**config.mk**
```make
export PLATFORM = sky130hd
export DESIGN_NAME = mux_rr_arbiter
export DESIGN_NICKNAME = d
export VERILOG_FILES = /design/src/rtl/mux_rr_arbiter_pkg.sv /design/src/rtl/mux_rr_arbiter_rr_pick4.sv /design/src/rtl/mux_rr_arbiter.sv
export SDC_FILE = /design/constraint.sdc
export NUM_CORES = 1
export LEC_CHECK = 0
export ABC_AREA = 1
export CAP_MARGIN = 20
export CORE_AREA = 4 4 56 58
export CTS_CLUSTER_DIAMETER = 40
export DETAILED_ROUTE_END_ITERATION = 10
export DIE_AREA = 0 0 60 62
export HOLD_SLACK_MARGIN = 0.06
export MAX_ROUTING_LAYER = met4
export PLACE_DENSITY = 0.75
export REMOVE_ABC_BUFFERS = 1
export SLEW_MARGIN = 20
export SYNTH_ARGS = -nofsm -noshare
export SYNTH_HDL_FRONTEND = slang
export SYNTH_SLANG_ARGS = --single-unit
```
**constraint.sdc**
```tcl
create_clock -name clk -period 2.1 [get_ports clk]
set_input_delay 0.42 -clock clk [delete_from_list [all_inputs] [get_ports clk]]
set_output_delay 0.42 -clock clk [all_outputs]
set_load 0.005 [all_outputs]
```
**src/rtl/mux_rr_arbiter_pkg.sv**
```systemverilog
// Shared constants and helpers for the round-robin arbiter that owns the 4:1 mux select.
package mux_rr_arbiter_pkg;

  localparam int unsigned NUM_REQ = 4;
  localparam int unsigned SEL_W   = 2;

  localparam logic [0:0] ST_IDLE  = 1'b0;
  localparam logic [0:0] ST_GRANT = 1'b1;

  function automatic logic [NUM_REQ-1:0] idx2onehot(input logic [SEL_W-1:0] idx);
    logic [NUM_REQ-1:0] oh;
    oh = '0;
    oh[idx] = 1'b1;
    return oh;
  endfunction

endpackage

```
**src/rtl/mux_rr_arbiter_rr_pick4.sv**
```systemverilog
// Combinational round-robin search: first set req bit at or after start, optionally skipping
// mask_idx, wrapping 3->0.
module rr_pick4
  import mux_rr_arbiter_pkg::*;
(
  input  logic [NUM_REQ-1:0] req_i,
  input  logic [SEL_W-1:0]   start_i,
  input  logic [SEL_W-1:0]   mask_idx_i,
  input  logic               mask_en_i,
  output logic               found_o,
  output logic [SEL_W-1:0]   idx_o
);

  logic [SEL_W-1:0] cand;

  always_comb begin
    found_o = 1'b0;
    idx_o   = '0;
    cand    = '0;
    for (int k = 0; k < NUM_REQ; k++) begin
      cand = start_i + SEL_W'(k);
      if (!found_o && req_i[cand] && !(mask_en_i && (cand == mask_idx_i))) begin
        found_o = 1'b1;
        idx_o   = cand;
      end
    end
  end

endmodule

```
**src/rtl/mux_rr_arbiter.sv**
```systemverilog
// Round-robin arbiter with bounded hold time, sharing a 4:1 single-bit mux among four requesters.
module mux_rr_arbiter
  import mux_rr_arbiter_pkg::*;
#(
  parameter int unsigned MAX_HOLD = 4,
  parameter int unsigned HOLD_W   = 3
) (
  input  logic               clk,
  input  logic               rst_n,
  input  logic [NUM_REQ-1:0] req,
  input  logic [NUM_REQ-1:0] d_in,
  output logic [NUM_REQ-1:0] gnt,
  output logic [SEL_W-1:0]   sel,
  output logic               busy,
  output logic               d_out
);

  localparam logic [HOLD_W-1:0] HoldMax = HOLD_W'(MAX_HOLD - 1);

  logic [0:0]         state_q, state_d;
  logic [NUM_REQ-1:0] gnt_q, gnt_d;
  logic [SEL_W-1:0]   sel_q, sel_d;
  logic [SEL_W-1:0]   last_q, last_d;
  logic [HOLD_W-1:0]  hold_q, hold_d;
  logic               busy_q, busy_d;

  logic               pick_found;
  logic [SEL_W-1:0]   pick_idx;
  logic [SEL_W-1:0]   pick_start;
  logic               in_grant;

  assign in_grant   = (state_q == ST_GRANT);
  // While granted, search past the owner and mask it; when idle, search past the last winner.
  assign pick_start = (in_grant ? sel_q : last_q) + SEL_W'(1);

  rr_pick4 u_pick (
    .req_i      (req),
    .start_i    (pick_start),
    .mask_idx_i (sel_q),
    .mask_en_i  (in_grant),
    .found_o    (pick_found),
    .idx_o      (pick_idx)
  );

  always_comb begin
    state_d = state_q;
    gnt_d   = gnt_q;
    sel_d   = sel_q;
    last_d  = last_q;
    hold_d  = hold_q;
    busy_d  = busy_q;
    if (!in_grant) begin
      if (pick_found) begin
        state_d = ST_GRANT;
        gnt_d   = idx2onehot(pick_idx);
        sel_d   = pick_idx;
        last_d  = pick_idx;
        hold_d  = '0;
        busy_d  = 1'b1;
      end
    end else begin
      if (pick_found && (!req[sel_q] || (hold_q == HoldMax))) begin
        gnt_d  = idx2onehot(pick_idx);
        sel_d  = pick_idx;
        last_d = pick_idx;
        hold_d = '0;
      end else if (!req[sel_q]) begin
        state_d = ST_IDLE;
        gnt_d   = '0;
        hold_d  = '0;
        busy_d  = 1'b0;
      end else if (hold_q != HoldMax) begin
        hold_d = hold_q + HOLD_W'(1);
      end
    end
  end

  always_ff @(posedge clk or negedge rst_n) begin
    if (!rst_n) begin
      state_q <= ST_IDLE;
      gnt_q   <= '0;
      sel_q   <= '0;
      last_q  <= SEL_W'(NUM_REQ - 1);
      hold_q  <= '0;
      busy_q  <= 1'b0;
    end else begin
      state_q <= state_d;
      gnt_q   <= gnt_d;
      sel_q   <= sel_d;
      last_q  <= last_d;
      hold_q  <= hold_d;
      busy_q  <= busy_d;
    end
  end

  assign gnt   = gnt_q;
  assign sel   = sel_q;
  assign busy  = busy_q;
  assign d_out = busy_q & d_in[sel_q];

endmodule
```
# Yosys cells after proc, flatten, opt, wreduce, memory -nomap -nowiden
# Cells that the tools add are included.
dict set report word_totals {
  reg_bits 13
  input_bits 10
  output_inout_bits 8
  wordCells 100
}
dict set report classes {
  add_sub_neg 5
  n_lt_le_gt_ge 7
  eq_ne 11
  n_mux 43
  bitwise 1
  n_reduce_logical 27
}
# op n
set op_table {}
lappend op_table {{2-to-1 mux 1 bit} 19}
lappend op_table {{less-than comparator 2 x 3 -> 1 bit (second input constant)} 6}
lappend op_table {{2-to-1 mux 2 bit} 8}
lappend op_table {{2-to-1 mux 4 bit} 4}
lappend op_table {{2-to-1 mux 3 bit} 5}
lappend op_table {{logical AND 1 bit} 13}
lappend op_table {{binary-select mux 1 bit (select 2 bit)} 6}
lappend op_table {{equality test 2 bit} 4}
lappend op_table {{zero test 1 bit} 8}
lappend op_table {{inequality test 3 x 2 -> 1 bit (second input constant)} 2}
lappend op_table {{AND reduction 2 bit} 3}
lappend op_table {{adder 2 x 1 -> 2 bit (second input constant)} 2}
lappend op_table {{adder 2 bit (second input constant)} 2}
lappend op_table {{inequality test 2 bit (second input constant)} 2}
lappend op_table {{inequality test 4 x 2 -> 1 bit (second input constant)} 1}
lappend op_table {{adder 3 x 1 -> 3 bit (second input constant)} 1}
lappend op_table {{equality test 3 x 2 -> 1 bit (second input constant)} 1}
lappend op_table {{AND reduction 3 bit} 1}
lappend op_table {{demux 1 bit (select 2 bit)} 1}
lappend op_table {{>= comparator 2 x 1 -> 1 bit (second input constant)} 1}
lappend op_table {{inequality test 2 x 1 -> 1 bit (second input constant)} 1}
lappend op_table {{nonzero test 2 bit} 1}
lappend op_table {{bitwise AND 1 bit} 1}
lappend op_table {{logical OR 1 bit} 1}

# Logic depth before layout (Yosys ltp)
# Gate-level depths: netlist of the first run.
dict set report depth {
  word_depth 25
  mapped_depth 15
  depth_no_buf 14
}

# Cells and area by module
# A second synthesis of the first run with hierarchy kept.
dict set report unflattened {
  cells_unflattened 171
  area_unflattened_um2 1181.1
}
# mod n_inst cells_per_inst area_per_inst_um2 seq_area_each_um2
set by_module_without_submodules {}
lappend by_module_without_submodules {mux_rr_arbiter 1 97 772.0 327.8}
lappend by_module_without_submodules {rr_pick4 1 74 409.1 0.0}

# Worst setup path before layout of the first run
# OpenSTA, ideal clock, no wires.
dict set report synth_path {
  path_kind {reg-to-reg}
  start {register state_q (netlist: in_grant)}
  end {register sel_q[1] (netlist: sel[1])}
  setup_time_ns 0.127
  arrival_time_ns 1.568
  t_required_ns 1.973
  path_slack_ns 0.405
  stages_incl_launch_ff 14
  path_buffers 1
  period_less_slack_ns 1.695
  path_cell_list {dfrtp_1 inv_2 nand2_2 nand2_2 buf_6 nand2_1 nand3_2 nand2_4 nor2_8 nand3_2 nor2_1 a21oi_2 nand2_1 o21ai_0}
}
dict set report synth_via {
  elab_chain_len 22
  elab_cells_between_ends 50
  classes_between {add/sub (4); eq/ne (5); mux (20); reduce/logical (21)}
}
# element line_no
set synth_lines {}
lappend synth_lines {{start, declared} mux_rr_arbiter.sv:20} ;# logic [0:0] state_q, state_d;
lappend synth_lines {{start signal, assigned} mux_rr_arbiter.sv:87} ;# state_q <= state_d;
lappend synth_lines {{branches (longest 22 deep; another with adder 2 x 1 -> 2 bit)} n/a}
lappend synth_lines {{end signal, assigned} mux_rr_arbiter.sv:89} ;# sel_q <= sel_d;
lappend synth_lines {{end, declared} mux_rr_arbiter.sv:22} ;# logic [SEL_W-1:0] sel_q, sel_d;
# Several ways; the timed one is not identified. The select of a mux whose other input is x is not followed.
# A chain may end at the register's enable or synchronous reset.

# Worst setup path in the final report of the first run
dict set report layout_path {
  start {register state_q (netlist: in_grant)}
  end {register gnt_q[1] (netlist: gnt[1])}
}
dict set report layout_via {
  elab_chain_len 25
  elab_cells_between_ends 55
  classes_between {add/sub (4); order compare (2); eq/ne (5); mux (22); reduce/logical (22)}
}
# element line_no
set layout_lines {}
lappend layout_lines {{branches (longest 25 deep; another with adder 2 x 1 -> 2 bit)} n/a}
lappend layout_lines {{end signal, assigned} mux_rr_arbiter.sv:88} ;# gnt_q <= gnt_d;
lappend layout_lines {{end, declared} mux_rr_arbiter.sv:21} ;# logic [NUM_REQ-1:0] gnt_q, gnt_d;
# Several ways; the timed one is not identified. The select of a mux whose other input is x is not followed.

==> results.md, run 1 <==
* Layout cell share with drive strength beyond 1 at 28.2%
* F_max at 511 MHz
* RSZ-0062 raised after global routing: no
* WL/cell at 11.2 um
* # IOs at 18
* Crit path time final at 1960 ps
* Synth warn at 0
* MaxCap Viol Count at 0
* CP max FO at 11
* Kind of critical path: reg -> reg
* Leakage at 0.728 nW
* # hold bufs at CTS at 0
* Post-Syn Area at 1120 um^2
* Total Routing Usage GR at 15.3%
* Status: complete, no violations
* Starting DRT DRC Count at 44
* Cells after Synth at 161
* Final Util at 53.3%
* Num CTS Buffers at 3
* Hold WC Path Type: reg -> reg
* Power Density at 1860 nW/um^2
* Crit path DAT at 2160 ps
* Final instance area at 1420 um^2
* Setup violations, final at 0
* CTS H-tree depth at 1
* Setup_tns at 0 ps
* Die ar. at 3720 um^2
* Initial Utilization at 42.0%
* CP required at 2300 ps
* Pin count of the biggest net entering global routing at 14
* Area grow syn2layout at 27.0%
* Residual DRC at 0
* Final period utilization at 93.2%
* Root Driver: clkbuf_4
* Worst hold-check slack at 479 ps
* Reg2Reg Setup Slack at 140 ps
* Initial antenna violation count at 0
* CP startpoint: in_grant$_DFF_PN0_
* Global route total overflow at 0
* Startpoint types: register
* Via count at 1082
* WL final at 2460 um
* Final net count at 201
* Clk sinks at 13
* Core area at 2660 um^2
* Drt pass-1 iters at 4
* Max Buffers Root-to-Sink at 2
* Site Rows at 19
* Avg Cell Area, Syn at 6.94 um^2
* Post-synthesis sequential area ratio at 29.3%
* Die width at 60 um
* VDD IR-drop max at 1.10 mV
* Vias in the first global route at 1033
* Relative slew slack at 61.4%
* First-pass GRT wire length at 4250 um
* Yosys reg bits at 13
* Routability cong. at 0.819
* Die H at 62 um
* Final slew viol count at 0
* Slew @ Worst Pin at 577 ps
* CP Capture Type: register
* Vias/cell at 4.94
* Antenna Nets Post-Route at 0
* Placed Area at 1370 um^2
* Worst clock skew at 1.98 ps
* Setup ws final at 143 ps
* CTS clk-pin slew, worst paths at 80 ps
* CTS tree: built
* Pre-CTS WS at -74.0 ps
* Antenna Cells at 0
* IO Port Bufs at 17
* Hold_sp: hold_q[1]$_DFFE_PN0P_
* Synth unique cells at 25
* Final HPWL DP at 2020 um
* Clock latency on the worst-skew pair at 280 ps
* R2R Path Start: in_grant$_DFF_PN0_
* Count of final hold-check violations at 0
## layout by cell type (no fill, tap or decap), types with 3 or more instances in the layout
cell type        instances
o21ai_0                 10
o21ai_1                  3
inv_1                   16
nand4_1                  3
buf_4                    7
nand2_4                  8
clkbuf_4                 3
nand3_1                  9
a21oi_1                  4
nand2_1                 51
clkdlybuf4s50_1         16
dfrtp_1                  9
inv_2                    3
nor2_1                   8
nand2_2                 15
## worst paths after layout
kind                                    endpoint  cells past startpoint
max reg2reg                   gnt[1]$_DFFE_PN0P_                     13
min in group asynchronous  hold_q[0]$_DFFE_PN0P_                      1
max in group asynchronous     sel[0]$_DFFE_PN0P_                      1
max                           gnt[1]$_DFFE_PN0P_                     13
min reg2reg                hold_q[1]$_DFFE_PN0P_                      2
min                        hold_q[1]$_DFFE_PN0P_                      2
## metrics by stage
stage / total power, mW / std cells
floorplan: 1.92 / 160
CTS: 2.61 / 219
finish: 2.64 / 219
global placement: 2.37 / 215
detailed placement: 2.45 / 215
global route: 2.93 / 219
## synthesized netlist by cell type
| cell type | number | area [um^2] |
|---|---|---|
| a21oi_1 | 4 | 20.0 |
| a21oi_2 | 1 | 8.76 |
| buf_6 | 1 | 11.3 |
| clkinv_2 | 1 | 5.00 |
| dfrtp_1 | 11 | 275 |
| dfstp_2 | 2 | 52.6 |
| ha_1 | 2 | 25.0 |
| inv_1 | 16 | 60.1 |
| inv_2 | 3 | 11.3 |
| nand2_1 | 52 | 195 |
| nand2_2 | 16 | 100 |
| nand2_4 | 7 | 78.8 |
| nand3_1 | 9 | 45.0 |
| nand3_2 | 2 | 20.0 |
| nand3_4 | 1 | 17.5 |
| nand3b_1 | 2 | 15.0 |
| nand4_1 | 3 | 18.8 |
| nor2_1 | 9 | 33.8 |
| nor2_2 | 1 | 6.26 |
| nor2_4 | 1 | 11.3 |
| nor2_8 | 1 | 20.0 |
| o21ai_0 | 10 | 50.1 |
| o21ai_1 | 3 | 15.0 |
| o21ai_2 | 1 | 8.76 |
| or2_2 | 2 | 12.5 |
## power by group
part / internal [mW] / switching, mW / leakage [nW]
clock: 0.0737 / 0.0797 / 0.0150
sequential: 0.379 / 0.0890 / 0.158
combinational: 0.762 / 1.26 / 0.555
total: 1.21 / 1.43 / 0.728
## area by class of cell
cell class                 count  area [um^2]
multi-input combinational    127          726
clock buffer                   4         26.3
sequential                    13          330
tap                           31         38.8
inverter                      20         76.3
timing repair buffer          24          221
fill                         273         1240
## worst max-delay path, stage by stage, from the launching register on
cell      delay (ps)
dfrtp_2          460
inv_2            140
nand2_2          130
nand2_8          130
nand2_1           60
nand2_1          150
nand2_2          100
nand2_4          110
nor2_8            40
nand3_4           80
clkinv_2          90
nor2_4           140
nand2_2          100
o21ai_1          150
## what timing repair did
action | in CTS | in global routing
endpoints found under the hold margin | 0 | 0
gates resized for setup | 1 | 7
buffers inserted | 0 | 0
endpoints found under the setup margin | 1 | 11
## per-layer routing
| layer | GRT usage [%] | up-vias | wire length [um] |
|---|---|---|---|
| met5 | - | - | 0 |
| met4 | 7.28 | 0 | 42 |
| met3 | 1.45 | 4 | 64 |
| met2 | 27.3 | 14 | 1290 |
| met1 | 17.3 | 499 | 1060 |
| li1 | - | 565 | - |
## logic make-up (layout without fill, tap and decap cells)
| logic type | Yosys count | in the layout | synth area share [%] |
|---|---|---|---|
| buf+inv | 21 | 48 | 7.84 |
| compound gates | 19 | 19 | 9.18 |
| simple gates | 106 | 106 | 51.4 |
| flops | 13 | 13 | 29.3 |
| fa+ha+maj | 2 | 2 | 2.24 |
## sequential cells by signal (all words and copies together) (netlist names)
name	flops
gnt	4
hold_q	3
last_q	2
sel	2
busy	1
in_grant	1
Power figures use the tool's default switching activity.
==> run 2: changes to the inputs <==
==> constraint.sdc (replaced) <==
create_clock -name clk -period 2.11 [get_ports clk]
set_input_delay 0.422 -clock clk [delete_from_list [all_inputs] [get_ports clk]]
set_output_delay 0.422 -clock clk [all_outputs]
set_load 0.005 [all_outputs]
==> run 2 against run 1 <==
  * Clock-buffer cell count did not move
  * Non-clock buffer count grew 2
  * Sequential power shrank 3%
  * Clock power about the same
  * Worst hold slack about the same
  * Sequential share of layout area decreased by 0.44 points
==> results.md, run 2 (synthesized netlist as in run 1, its figures left out) <==
* FILL cells at 265 (-2.9%)
* First-pass GRT wire length at 4420 um (+4.0%)
* Commonest non-fill, non-tap cell in the layout: nand2_1
* Max Buffers Root-to-Sink at 2 (unchanged)
* Antenna Cells at 0 (unchanged)
* Final period utilization at 90.9% (-2.3 points)
* Flop pwr share at 17.0% (-0.7 points)
* Final slew viol count at 0 (unchanged)
* Die ar. at 3720 um^2 (unchanged)
* Post-Layout Cell Count at 221 (+0.91%)
* CP required at 2310 ps (about the same)
* Status: complete, no violations
* Die width at 60 um (unchanged)
* Startpoint types: register
* Core area at 2660 um^2 (unchanged)
* Layout cell share with drive strength beyond 1 at 28.9% (+0.76 points)
* Slew @ Worst Pin at 561 ps (-16.0 ps)
* MaxCap Viol Count at 0 (unchanged)
* F_max at 521 MHz (+2.1%)
* Leakage at 0.739 nW (+1.4%)
* Routability cong. at 0.820 (+0.12%)
* Max reg flops at 4 (unchanged)
* Multi-input gate area at 736 um^2 (+1.4%)
* CTS tree: built
* Total power after layout at 2.69 mW (+1.7%)
* Site Rows at 19 (unchanged)
* Final net count at 203 (+1.0%)
* WL final at 2570 um (+4.5%)
* Worst setup path endpoint: gnt[1]$_DFFE_PN0P_
* Initial antenna violation count at 0 (unchanged)
* Die H at 62 um (unchanged)
* Crit path DAT at 2120 ps (-40 ps)
* Drt pass-1 iters at 4 (unchanged)
* Final HPWL DP at 2000 um (-0.77%)
* CTS clk-pin slew, worst paths at 80 ps (about the same)
* Clock latency on the worst-skew pair at 280 ps (about the same)
* Reg2Reg Depth at 12 (-1)
* Root Driver: clkbuf_4
* CP max FO at 8 (-3)
* CP Capture Type: register
* Antenna Nets Post-Route at 0 (unchanged)
* Internal at 1.23 mW (+1.5%)
* Clk sinks at 13 (unchanged)
* R2R Path Start: in_grant$_DFF_PN0_
* Total Routing Usage GR at 16.0% (+0.63 points)
* Power Density at 1860 nW/um^2 (-0.23%)
* Vias/cell at 4.99 (+1.0%)
* Area grow syn2layout at 29.5%
* Vias in the first global route at 1090 (+5.5%)
* Global route total overflow at 0 (unchanged)
* Worst reg2reg path endpoint: gnt[1]$_DFFE_PN0P_
* Crit path time final at 1920 ps (-39.5 ps)
* Kind of critical path: reg -> reg
* # placed instances at 214 (-0.47%)
* Starting DRT DRC Count at 69 (+57%)
* Psw at 1.45 mW (+1.9%)
* Initial Utilization at 42.0% (unchanged)
* IO Port Bufs at 17 (unchanged)
* CTS H-tree depth at 1 (unchanged)
* CP startpoint: in_grant$_DFF_PN0_
* Via count at 1103 (+1.9%)
* Relative slew slack at 62.5% (+1.1 points)
* WL/cell at 11.6 um (+3.5%)
* Commonest cells after routing, fill and taps aside: nand2_1 (51), inv_1 (16), clkdlybuf4s50_1 (16), nand2_2 (14)
* Worst hold-check slack at 479 ps (+0.0790 ps)
* Worst clock skew at 4.29 ps (+2.31 ps)
* Pin count of the biggest net entering global routing at 14 (unchanged)
* VDD IR-drop max at 1.21 mV (+9.6%)
* Power share of the combinational group at 77.4% (+0.9 points)
* Count of final hold-check violations at 0 (unchanged)
* Reg2Reg Setup Slack at 190 ps (+50 ps)
* Sw frac at 54.1% (+0.094 points)
* Setup violations, final at 0 (unchanged)
* Clk pwr share at 5.7% (about the same)
* Residual DRC at 0 (unchanged)
* # IOs at 18 (unchanged)
* Num CTS Buffers at 3 (unchanged)
* Reg area at 330 um^2 (unchanged)
* Hold WC Path Type: reg -> reg
-- run 2: cell count changes in the layout (fill, tap and decap cells not counted), sizes merged --
cell  previous run  this run
buf              7         9
-- run 2: worst min-delay path by stage --
stage,from,end,slack [ps],cells past startpoint
after detailed placement,gnt[0]$_DFFE_PN0P_,gnt[0]$_DFFE_PN0P_,470,2
after floorplan,rst_n,busy$_DFFE_PN0P_,130,0
final,hold_q[1]$_DFFE_PN0P_,hold_q[1]$_DFFE_PN0P_,480,2
after global routing,hold_q[1]$_DFFE_PN0P_,hold_q[1]$_DFFE_PN0P_,530,2
after CTS,hold_q[1]$_DFFE_PN0P_,hold_q[1]$_DFFE_PN0P_,480,2
after global placement,hold_q[2]$_DFFE_PN0P_,hold_q[2]$_DFFE_PN0P_,460,2
-- run 2: layer usage --
metal / GRT usage (%) / share of wire (%) / vias up
met5: - / 0 / -
met4: 8.54 / 1.8 / 0
met3: 1.86 / 3.3 / 5
met2: 27.3 / 52 / 24
met1: 18.3 / 43 / 510
li1: - / - / 564
-- run 2: area by class of cell --
class	count	share of cell area (%)
inverter	20	5.45
tap	31	2.68
multi-input combinational	127	50.9
timing repair buffer	26	16.3
sequential	13	22.8
clock buffer	4	1.82
-- run 2: metrics by stage --
step | utilization [%] | TNS, ps | worst slack [ps] | instance area [um^2]
finish | 54.3 | 0 | 192 | 1450
CTS | 52.0 | 0 | 40.4 | 1390
global placement | 51.1 | -31.5 | -31.5 | 1360
floorplan | - | 0 | 365 | 1110
global route | 54.3 | -35.4 | -35.4 | 1450
detailed placement | 51.1 | -74.9 | -53.3 | 1360
-- run 2: critical path, cell delays in order (launching register included) --
cell	delay [ps]
dfrtp_2	450
buf_4	160
nand2_1	120
nand2_4	100
nand2_1	70
nand2_1	110
nand2_1	100
nand2_2	100
nand3_4	140
clkinv_2	90
nor2_4	140
nand2_2	100
o21ai_1	160
-- run 2: power groups by stage --
stage / clock [mW] / sequential (mW) / combinational (mW)
3_3_place_gp: 0 / 0.457 / 1.89
2_1_floorplan: 0 / 0.453 / 1.46
3_5_place_dp: 0 / 0.463 / 1.95
5_1_grt: 0.168 / 0.471 / 2.34
4_1_cts: 0.155 / 0.458 / 1.96
6_report: 0.152 / 0.456 / 2.08
-- run 2: timing repair --
action	CTS	global route
resized for setup	1	11
buffers inserted	0	3
hold buffers	0	0
setup endpoints to repair	1	12
cloned	0	0
==> run 3: changes to the inputs <==
--- a/config.mk
+++ b/config.mk
@@ -11,7 +11,6 @@
 export CTS_CLUSTER_DIAMETER = 40
 export DETAILED_ROUTE_END_ITERATION = 10
 export DIE_AREA = 0 0 60 62
-export HOLD_SLACK_MARGIN = 0.06
 export MAX_ROUTING_LAYER = met4
 export PLACE_DENSITY = 0.75
 export REMOVE_ABC_BUFFERS = 1
==> constraint.sdc (replaced) <==
create_clock -name clk -period 1.8 [get_ports clk]
set_input_delay 0.36 -clock clk [delete_from_list [all_inputs] [get_ports clk]]
set_output_delay 0.36 -clock clk [all_outputs]
set_load 0.005 [all_outputs]
==> run 3 against run 2 <==
  * The flow now finishes with violations (setup timing)
  * Register-to-register slack got worse by 330 ps
  * Maximum frequency fell by 1.0%
  * First-iteration DRC count rose by 5.8%
  * Global-route usage rose by 4.4 points
  * Largest cell class unchanged
  * Routed wire length rose by 43%
  * Worst hold slack got worse by 44 ps
  * Critical path type unchanged
  * Clock-buffer cell count did not move
==> results.md, run 3 (synthesized netlist as in run 1, its figures left out) <==
* Hold WC Path Type: in -> async
* Max reg flops at 4 (unchanged)
* Site Rows at 19 (unchanged)
* Reg2Reg Setup Slack at -140 ps (-330 ps)
* Setup violations, final at 13 (+13)
* Root Driver: clkbuf_4
* Core area at 2660 um^2 (unchanged)
* CTS tree: built
* Max Buffers Root-to-Sink at 2 (unchanged)
* Pin count of the biggest net entering global routing at 14 (unchanged)
* CP startpoint: last_q[0]$_DFFE_PN1P_
* Top cell by count, worst path: nand2_4
* Antenna Cells at 0 (unchanged)
* Worst setup path endpoint: gnt[1]$_DFFE_PN0P_
* Routability cong. at 0.965 (+18%)
* Die width at 60 um (unchanged)
* Relative slew slack at 62.8% (+0.31 points)
* Pre-CTS WS at -257 ps (-203 ps)
* Clk sinks at 13 (unchanged)
* Worst clock skew at 3.20 ps (-1.09 ps)
* IO Port Bufs at 17 (unchanged)
* Status: finished, violations left
* Critical-path cell list: inv_2, nand2_4, nand2_8, nand2_4, nand2_4, nand2_4, nand2_4, nor2_8, nand3_4, nor2_4, inv_2, nand2_4, nand2_1, o21ai_2
* Area grow syn2layout at 72.3%
* Starting DRT DRC Count at 73 (+5.8%)
* Crit path time final at 1940 ps (+19.7 ps)
* Crit path DAT at 2150 ps (+30 ps)
* Startpoint types: register
* # hold bufs at CTS at 0 (unchanged)
* Count of final hold-check violations at 0 (unchanged)
* R2R Path Start: last_q[0]$_DFFE_PN1P_
* CP max stage delay at 610 ps (+160 ps)
* CTS clk-pin slew, worst paths at 80 ps (about the same)
* Final Util at 72.3% (+18 points)
* MaxCap Viol Count at 0 (unchanged)
* Clock latency on the worst-skew pair at 280 ps (about the same)
* Via count at 1279 (+16%)
* Die H at 62 um (unchanged)
* Final net count at 233 (+15%)
* Slew @ Worst Pin at 557 ps (-4.68 ps)
* Final HPWL DP at 2180 um (+9.0%)
* CP max-delay cell: dfstp_2
* RSZ-0062 raised after global routing: yes
* Num CTS Buffers at 3 (unchanged)
* Worst reg2reg path endpoint: gnt[1]$_DFFE_PN0P_
* Vias in the first global route at 1293 (+19%)
* Total Routing Usage GR at 20.4% (+4.4 points)
* Violated checks: setup timing
* Buffer and inverter count on the worst path at 2 (unchanged)
* Final period utilization at 108% (+17 points)
* Initial antenna violation count at 0 (unchanged)
* CP Capture Type: register
* CTS H-tree depth at 1 (unchanged)
* Worst hold-check slack at 436 ps (-43.6 ps)
* F_max at 516 MHz (-1.0%)
* WL/cell at 14.6 um (+26%)
* Residual DRC at 0 (unchanged)
* CP delay by family, top: simple AND/OR/NAND/NOR gates
* Levels on crit path at 14 (+2)
* Global route total overflow at 0 (unchanged)
* Layout cell share with drive strength beyond 1 at 54.1% (+25 points)
* WL final at 3660 um (+43%)
* First-pass GRT wire length at 5550 um (+25%)
* Die ar. at 3720 um^2 (unchanged)
* CP required at 2010 ps (-300 ps)
* Antenna Nets Post-Route at 0 (unchanged)
* Drt pass-1 iters at 4 (unchanged)
* Commonest cells after routing, fill and taps aside: nand2_1 (33), buf_4 (30), nand2_4 (25), nand2_2 (16), clkdlybuf4s50_1 (16)
* Vias/cell at 5.10 (+2.1%)
* # IOs at 18 (unchanged)
* Reg2Reg Depth at 14 (+2)
* CP max FO at 7 (-1)
* Initial Utilization at 42.0% (unchanged)
* Final slew viol count at 0 (unchanged)
* Commonest non-fill, non-tap cell in the layout: nand2_1
* Setup ws final at -138 ps (-330 ps)
* Kind of critical path: reg -> reg
-- run 3: cell types whose count changed in the layout (fill, tap and decap cells not counted), moves of 3 or more --
cell     delta
buf_4      +21
buf_6       +8
nand2_1    -18
nand2_4    +16
nand3_1     -3
nor2_1      -5
nor2_2      +4
o21ai_0     -8
o21ai_1     +3
o21ai_2     +4
-- run 3: per-layer routing --
layer	GRT usage (%)	part of all wire, %	up-vias
met4	11.1	3.9	0
li1	-	-	634
met1	22.4	40	607
met2	36.6	54	26
met5	-	0	-
met3	1.65	2.3	12
-- run 3: area by class of cell --
cell class	instances	area [um^2]
multi-input combinational	128	966
inverter	20	85.1
clock buffer	4	26.3
sequential	13	329
tap	31	38.8
timing repair buffer	55	480
fill	174	737
-- run 3: worst min-delay path by stage --
| stage | endpoint | startpoint | cells past startpoint |
|---|---|---|---|
| final | hold_q[0]$_DFFE_PN0P_ | rst_n | 1 |
| after global routing | hold_q[2]$_DFFE_PN0P_ | rst_n | 1 |
| after CTS | hold_q[0]$_DFFE_PN0P_ | rst_n | 1 |
| after detailed placement | hold_q[2]$_DFFE_PN0P_ | hold_q[2]$_DFFE_PN0P_ | 2 |
| after global placement | hold_q[2]$_DFFE_PN0P_ | hold_q[2]$_DFFE_PN0P_ | 2 |
| after floorplan | busy$_DFFE_PN0P_ | rst_n | 0 |
-- run 3: per-stage QoR --
stage	cells	instance area (um^2)	TNS, ps
floorplan	160	1110	0
global placement	232	1500	-2220
detailed placement	232	1500	-2630
CTS	245	1720	-108
global route	251	1930	-2910
finish	251	1930	-1320
-- run 3: what timing repair did --
item | CTS | global route
endpoints found under the setup margin | 14 | 14
hold endpoints to repair | 0 | 0
pin swaps | 14 | 12
gates resized for setup | 46 | 42
gates cloned | 1 | 0
buffers inserted | 8 | 6
Power of run 3 is left out: the tool's default activity adds up to more than one toggle a clock period on the data nets, which glitch-free logic cannot reach.
==> edit 1 (config.mk and constraints of run 2) <==
`SEL_W`: 2 -> 1.
--- a/src/rtl/mux_rr_arbiter_pkg.sv
+++ b/src/rtl/mux_rr_arbiter_pkg.sv
@@ -4,3 +4,3 @@
   localparam int unsigned NUM_REQ = 4;
-  localparam int unsigned SEL_W   = 2;
+  localparam int unsigned SEL_W   = 1;
 
Ports: changed (resized sel); port bits go from 18 to 17. No check against the original RTL was run, so the function may have changed too.
==> edit 1 against run 2 <==
- sequential cell count decreased by 4
- worst setup slack worse by 43 ps
- maximum frequency fell by 2.2%
- routed wire length is 57% lower
- clock skew fell by 1.3 ps
- clock power shrank 17%
- synthesized area shrank 56%
- power is 74% lower
- worst hold slack lost 20 ps
- final area is 55% lower
- largest power group unchanged
- core utilization decreased by 30 points
- combinational power shrank 86%
- sequential share of layout area rose by 12 points
- global-route usage fell by 8.7 points
- critical path type is now in2out
==> edit 1: results (changes against run 2) <==
vias in the first global route=464 (-57%); Post-synth top cells=14 x nand2_1, 8 x dfrtp_1, 5 x inv_1; CP Max Fanout=1 (-7); P_sw=255 uW (-82%); Area contributors post-synth=dfrtp_1 40%, nand2_1 11%, dfstp_2 5.3%, ha_1 5.1%, nand3_1 4.0%; Clock power frac=0.179 (+0.122); routed length per instance=10.7 um (-7.9%); H-tree Lvls=1 (unchanged); worst reg-to-reg path cell count=8 (-4); Pre-antenna DRT Iters=4 (unchanged); Seq/Total Area, Yosys=0.457 (+0.164); met3 WL=62 um (-26%); first-pass GRT wire length=1860 um (-58%); Setup WS pre-CTS=130 ps (+183 ps); clock root buffer=clkbuf_4; outcome=complete, no violations; # port buffers=10 (-7); Diodes inserted=0 (unchanged); synth unique cells=20 (-20%); Largest register FFs=3 (-1); gpl congestion=0.740 (-9.8%); fillers=298 (+12%); Setup Buffers After CTS=0 (unchanged); layout cells sized above 1=0.164 (-0.125); WL met1=478 um (-57%); First DRT Iteration DRCs=8 (-88%); antenna violations before repair=0 (unchanged); pin count of the biggest net entering global routing=10 (-4); Met2 Routed Length=557 um (-58%); Main synth FF type=dfrtp_1; GRT Total Usage=0.0724 (-0.0873); LEAKAGE=0.000323 uW (-56%); worst vdd ir=0.000305 V (-75%); crit path max-delay cell type=clkdlybuf4s50_1; CTS Buffer Depth=2 (unchanged); via count=434 (-61%); Sequential Power=282 uW (-38%); total clock buffers created by CTS=3 (unchanged); highest routed layer=met4; Worst EP arrival=1540 ps (-580 ps); worst-skew pair later-pin latency=250 ps (-30 ps); worst clock skew=3.00 ps (-1.28 ps); asr flop ratio synth=1.00 (unchanged); die outline width=60 um (unchanged); Yosys Warn Count=0 (unchanged); post-layout net count=86 (-58%); Resized cells post-CTS=0 (-1); CP max stage delay=500 ps (+50 ps); dpl hpwl=915 um (-54%); clock-pin transition on the worst setup and hold timing paths=60 ps (-20 ps); HP Class=in2async; largest register by flop count=hold_q
-- edit 1: changes by cell type in the layout (fill, tap and decap cells not counted), moves of 3 or more --
| cell | before | now |
|---|---|---|
| nand2_1 | 51 | 14 |
| inv_1 | 16 | 5 |
| nand2_2 | 14 | 3 |
| buf_4 | 9 | 0 |
| nand2_4 | 9 | 1 |
| clkdlybuf4s50_1 | 16 | 10 |
| nand3_1 | 9 | 4 |
| o21ai_0 | 9 | 4 |
| a21oi_1 | 4 | 0 |
| nor2_1 | 8 | 4 |
| o21ai_1 | 4 | 1 |
-- edit 1: path summary, 6_finish.rpt --
| path | from | endpoint | slack (ps) |
|---|---|---|---|
| worst max-delay path | d_in[0] | d_out | 150 |
| worst min-delay path | rst_n | gnt[0]$_DFFE_PN0P_ | 460 |
| worst max register to register | hold_q[0]$_DFFE_PN0P_ | sel$_DFFE_PN0P_ | 650 |
| worst min register to register | last_q$_DFFE_PN1P_ | last_q$_DFFE_PN1P_ | 490 |
| max in group asynchronous | rst_n | last_q$_DFFE_PN1P_ | 1330 |
| min in group clk | last_q$_DFFE_PN1P_ | last_q$_DFFE_PN1P_ | 490 |
-- edit 1: routing by layer --
| layer | up-vias | GRT usage |
|---|---|---|
| li1 | 214 | - |
| met1 | 211 | 0.0760 |
| met2 | 7 | 0.114 |
| met3 | 2 | 0.0269 |
| met4 | 0 | 0.0475 |
| met5 | - | - |
-- edit 1: kinds of logic (layout without fill, tap and decap cells) --
logic type / after synthesis / count (layout) / share of synthesized area
flops: 9 / 9 / 0.457
other cells: 1 / 2 / 0.00757
simple gates: 31 / 31 / 0.313
fa+ha+maj: 2 / 2 / 0.0505
compound gates: 6 / 6 / 0.0631
xor+xnor: 1 / 1 / 0.0177
buf+inv: 10 / 22 / 0.0909
-- edit 1: area by class of cell --
class	instances	share of cell area
clock buffer	4	0.0405
inverter	8	0.0462
multi-input combinational	42	0.351
sequential	9	0.349
tap	31	0.0597
timing repair buffer	10	0.154
-- edit 1: through the flow --
| step | hold WS, ps | utilization | std cells | instance area (um2) | total power [uW] |
|---|---|---|---|---|---|
| floorplan | 126 | - | 59 | 484 | 442 |
| global placement | 473 | 0.234 | 100 | 623 | 561 |
| detailed placement | 483 | 0.234 | 100 | 623 | 580 |
| CTS | 466 | 0.244 | 104 | 649 | 715 |
| global route | 490 | 0.244 | 104 | 649 | 763 |
| finish | 459 | 0.244 | 104 | 649 | 703 |
-- edit 1: worst max-delay path, delay by kind of cell --
family / cells / cell delay (ps)
AO/OA/AOI/OAI: 1 / 70
buffers and inverters: 2 / 950
AND/OR/NAND/NOR: 1 / 90
==> edit 2 (settings of run 2) <==
Without the edit above. Reset style: synchronous (`rst_n`), changed in one clocked block.
--- a/src/rtl/mux_rr_arbiter.sv
+++ b/src/rtl/mux_rr_arbiter.sv
@@ -77,3 +77,3 @@
 
-  always_ff @(posedge clk or negedge rst_n) begin
+  always_ff @(posedge clk) begin
     if (!rst_n) begin
Formal check against the unedited RTL: differs if rst_n is asserted again (counterexample within 4 cycles, from zero or initial values and one cycle with rst_n low); with rst_n held inactive, the same outputs for 10 cycles.
==> edit 2 against run 2 <==
- routed wire length decreased by 7.9%
- final area shrank 11%
- clock skew down 2.3 ps
- sequential cell count is the same
- sequential power decreased by 17%
- final cell count increased by 0.45%
- first-iteration DRC count fell by 17%
- synthesized area is 10% lower
- power is 40% lower
- worst setup slack worse by 5.4 ps
- sequential share of layout area fell by 2.2 points
==> edit 2: results (changes against run 2) <==
outcome=complete, no violations; Cells after DPL=218 (+1.9%); vias in the first global route=940 (-14%); Largest register FFs=4 (unchanged); clock-pin transition on the worst setup and hold timing paths=70 ps; dpl hpwl=1820 um (-9.1%); routed length per instance=10.6 um (-8.4%); total clock buffers created by CTS=3 (unchanged); CTS Buffer Depth=2 (unchanged); Via density=4.89 (-2.0%); worst clock skew=1.95 ps (-2.34 ps); worst reg-to-reg path cell count=13 (+1); Worst EP arrival=2110 ps; Yosys Warn Count=0 (unchanged); wirelength, routed=2360 um (-7.9%); HP Class=reg2reg; H-tree Lvls=1 (unchanged); clock root buffer=clkbuf_4; LEAKAGE=0.000624 uW (-16%); Top delay family on crit path=simple AND/OR/NAND/NOR gates; Main synth FF type=dfxtp_1; Diodes inserted=0 (unchanged); Tcrit/Tclk final=0.912 (+0.00255); gpl congestion=0.848 (+3.4%); first-pass GRT wire length=3910 um (-12%); synth unique cells=23 (-8.0%); Seq/Total Area, Yosys=0.259 (-0.0340); First DRT Iteration DRCs=57 (-17%); Post-synth top cells=61 x nand2_1, 18 x inv_1, 16 x nand3_1; antenna violations before repair=0 (unchanged); Setup WS pre-CTS=-113 ps (-59.8 ps); asr flop ratio synth=0 (-1.00); Pre-antenna DRT Iters=4 (unchanged); RR Startpoint=in_grant$_SDFF_PN0_; GRT Total Usage=0.139 (-0.0205); Worst R2R Setup Slack=190 ps; total of max-cap violations=0 (unchanged); layout cells sized above 1=0.141 (-0.148); crit start category=register; Worst setup endpoint=sel[1]$_SDFFE_PN0P_; CP Max Fanout=11 (+3); worst vdd ir=0.000793 V (-34%); worst-skew pair later-pin latency=260 ps (-20 ps); crit path max-delay cell type=dfxtp_4; pin count of the biggest net entering global routing=12 (-2); fillers=285 (+7.5%); post-layout net count=204 (+0.49%); # port buffers=17 (unchanged); slew at the pin with the worst max-slew slack=243 ps (-319 ps); Mapped Cells=166 (+3.1%); Area contributors post-synth=dfxtp_1 26%, nand2_1 23%, nand3_1 8.0%, inv_1 6.7%, a21oi_1 5.5%; CP max stage delay=370 ps (-80 ps)
==> edit 2: worst min path at each step <==
stage                            from                endpoint  slack [ps]  depth (start not counted)
6_report          gnt[2]$_SDFFE_PN0P_     gnt[2]$_SDFFE_PN0P_         470                          2
5_1_grt           gnt[2]$_SDFFE_PN0P_     gnt[2]$_SDFFE_PN0P_         490                          2
4_1_cts           gnt[0]$_SDFFE_PN0P_     gnt[0]$_SDFFE_PN0P_         470                          2
3_5_place_dp      gnt[1]$_SDFFE_PN0P_     gnt[1]$_SDFFE_PN0P_         460                          2
3_3_place_gp      gnt[1]$_SDFFE_PN0P_     gnt[1]$_SDFFE_PN0P_         460                          2
2_1_floorplan  hold_q[2]$_SDFFE_PN0P_  hold_q[2]$_SDFFE_PN0P_         460                          2
==> edit 2: cell families after synthesis <==
kind of cell,share of synthesized area
adder cells (fa/ha/maj),0.0249
buffers and inverters,0.0898
AO/OA/AOI/OAI,0.136
flip-flops,0.259
AND/OR/NAND/NOR,0.490
==> edit 2: report_power, final <==
group	switching (uW)	internal, uW
Sequential	54.3	322
Clock	69.7	73.1
Combinational	658	434
==> edit 2: cell type report <==
class	instances	area [um2]	area share
multi-input cells	132	673	0.522
clock buffers	4	26.3	0.0204
well taps	31	38.8	0.0301
flip-flops and latches	13	267	0.207
inverters	19	71.3	0.0553
repair buffers	23	214	0.166
==> edit 2: stage by stage <==
| step | power [uW] | utilization | cell area [um2] | hold slack, ps |
|---|---|---|---|---|
| finish | 1610 | 0.484 | 1290 | 467 |
| global route | 1780 | 0.484 | 1290 | 488 |
| CTS | 1590 | 0.475 | 1260 | 474 |
| detailed placement | 1440 | 0.465 | 1240 | 459 |
| global placement | 1430 | 0.465 | 1240 | 458 |
| floorplan | 1090 | - | 985 | 457 |
==> edit 2: worst register-to-register path: stages (launching register included) <==
cell and delay [ps]:
dfxtp_4 370, inv_2 120, nand2_2 100, nand2_4 150, nand2_1 70, nand2_1 140
nand2_1 110, nand2_4 110, nand3_1 80, nor2_1 130, nor2_1 60, nor2_1 170
nand2_1 110, a21oi_1 140
==> edit 2: routing by layer <==
layer,vias up,GRT usage,share of wire
met5,-,-,0
met3,6,0.00620,0.025
li1,584,-,-
met4,0,0.0601,0.019
met2,15,0.221,0.47
met1,481,0.185,0.49
==> edit 2: repair_timing <==
| action | in CTS | in global routing |
|---|---|---|
| endpoints found under the hold margin | 0 | 0 |
| setup endpoints to repair | 3 | 11 |
| setup buffers | 0 | 0 |
| pin swaps | 0 | 1 |
| resized for setup | 3 | 8 |
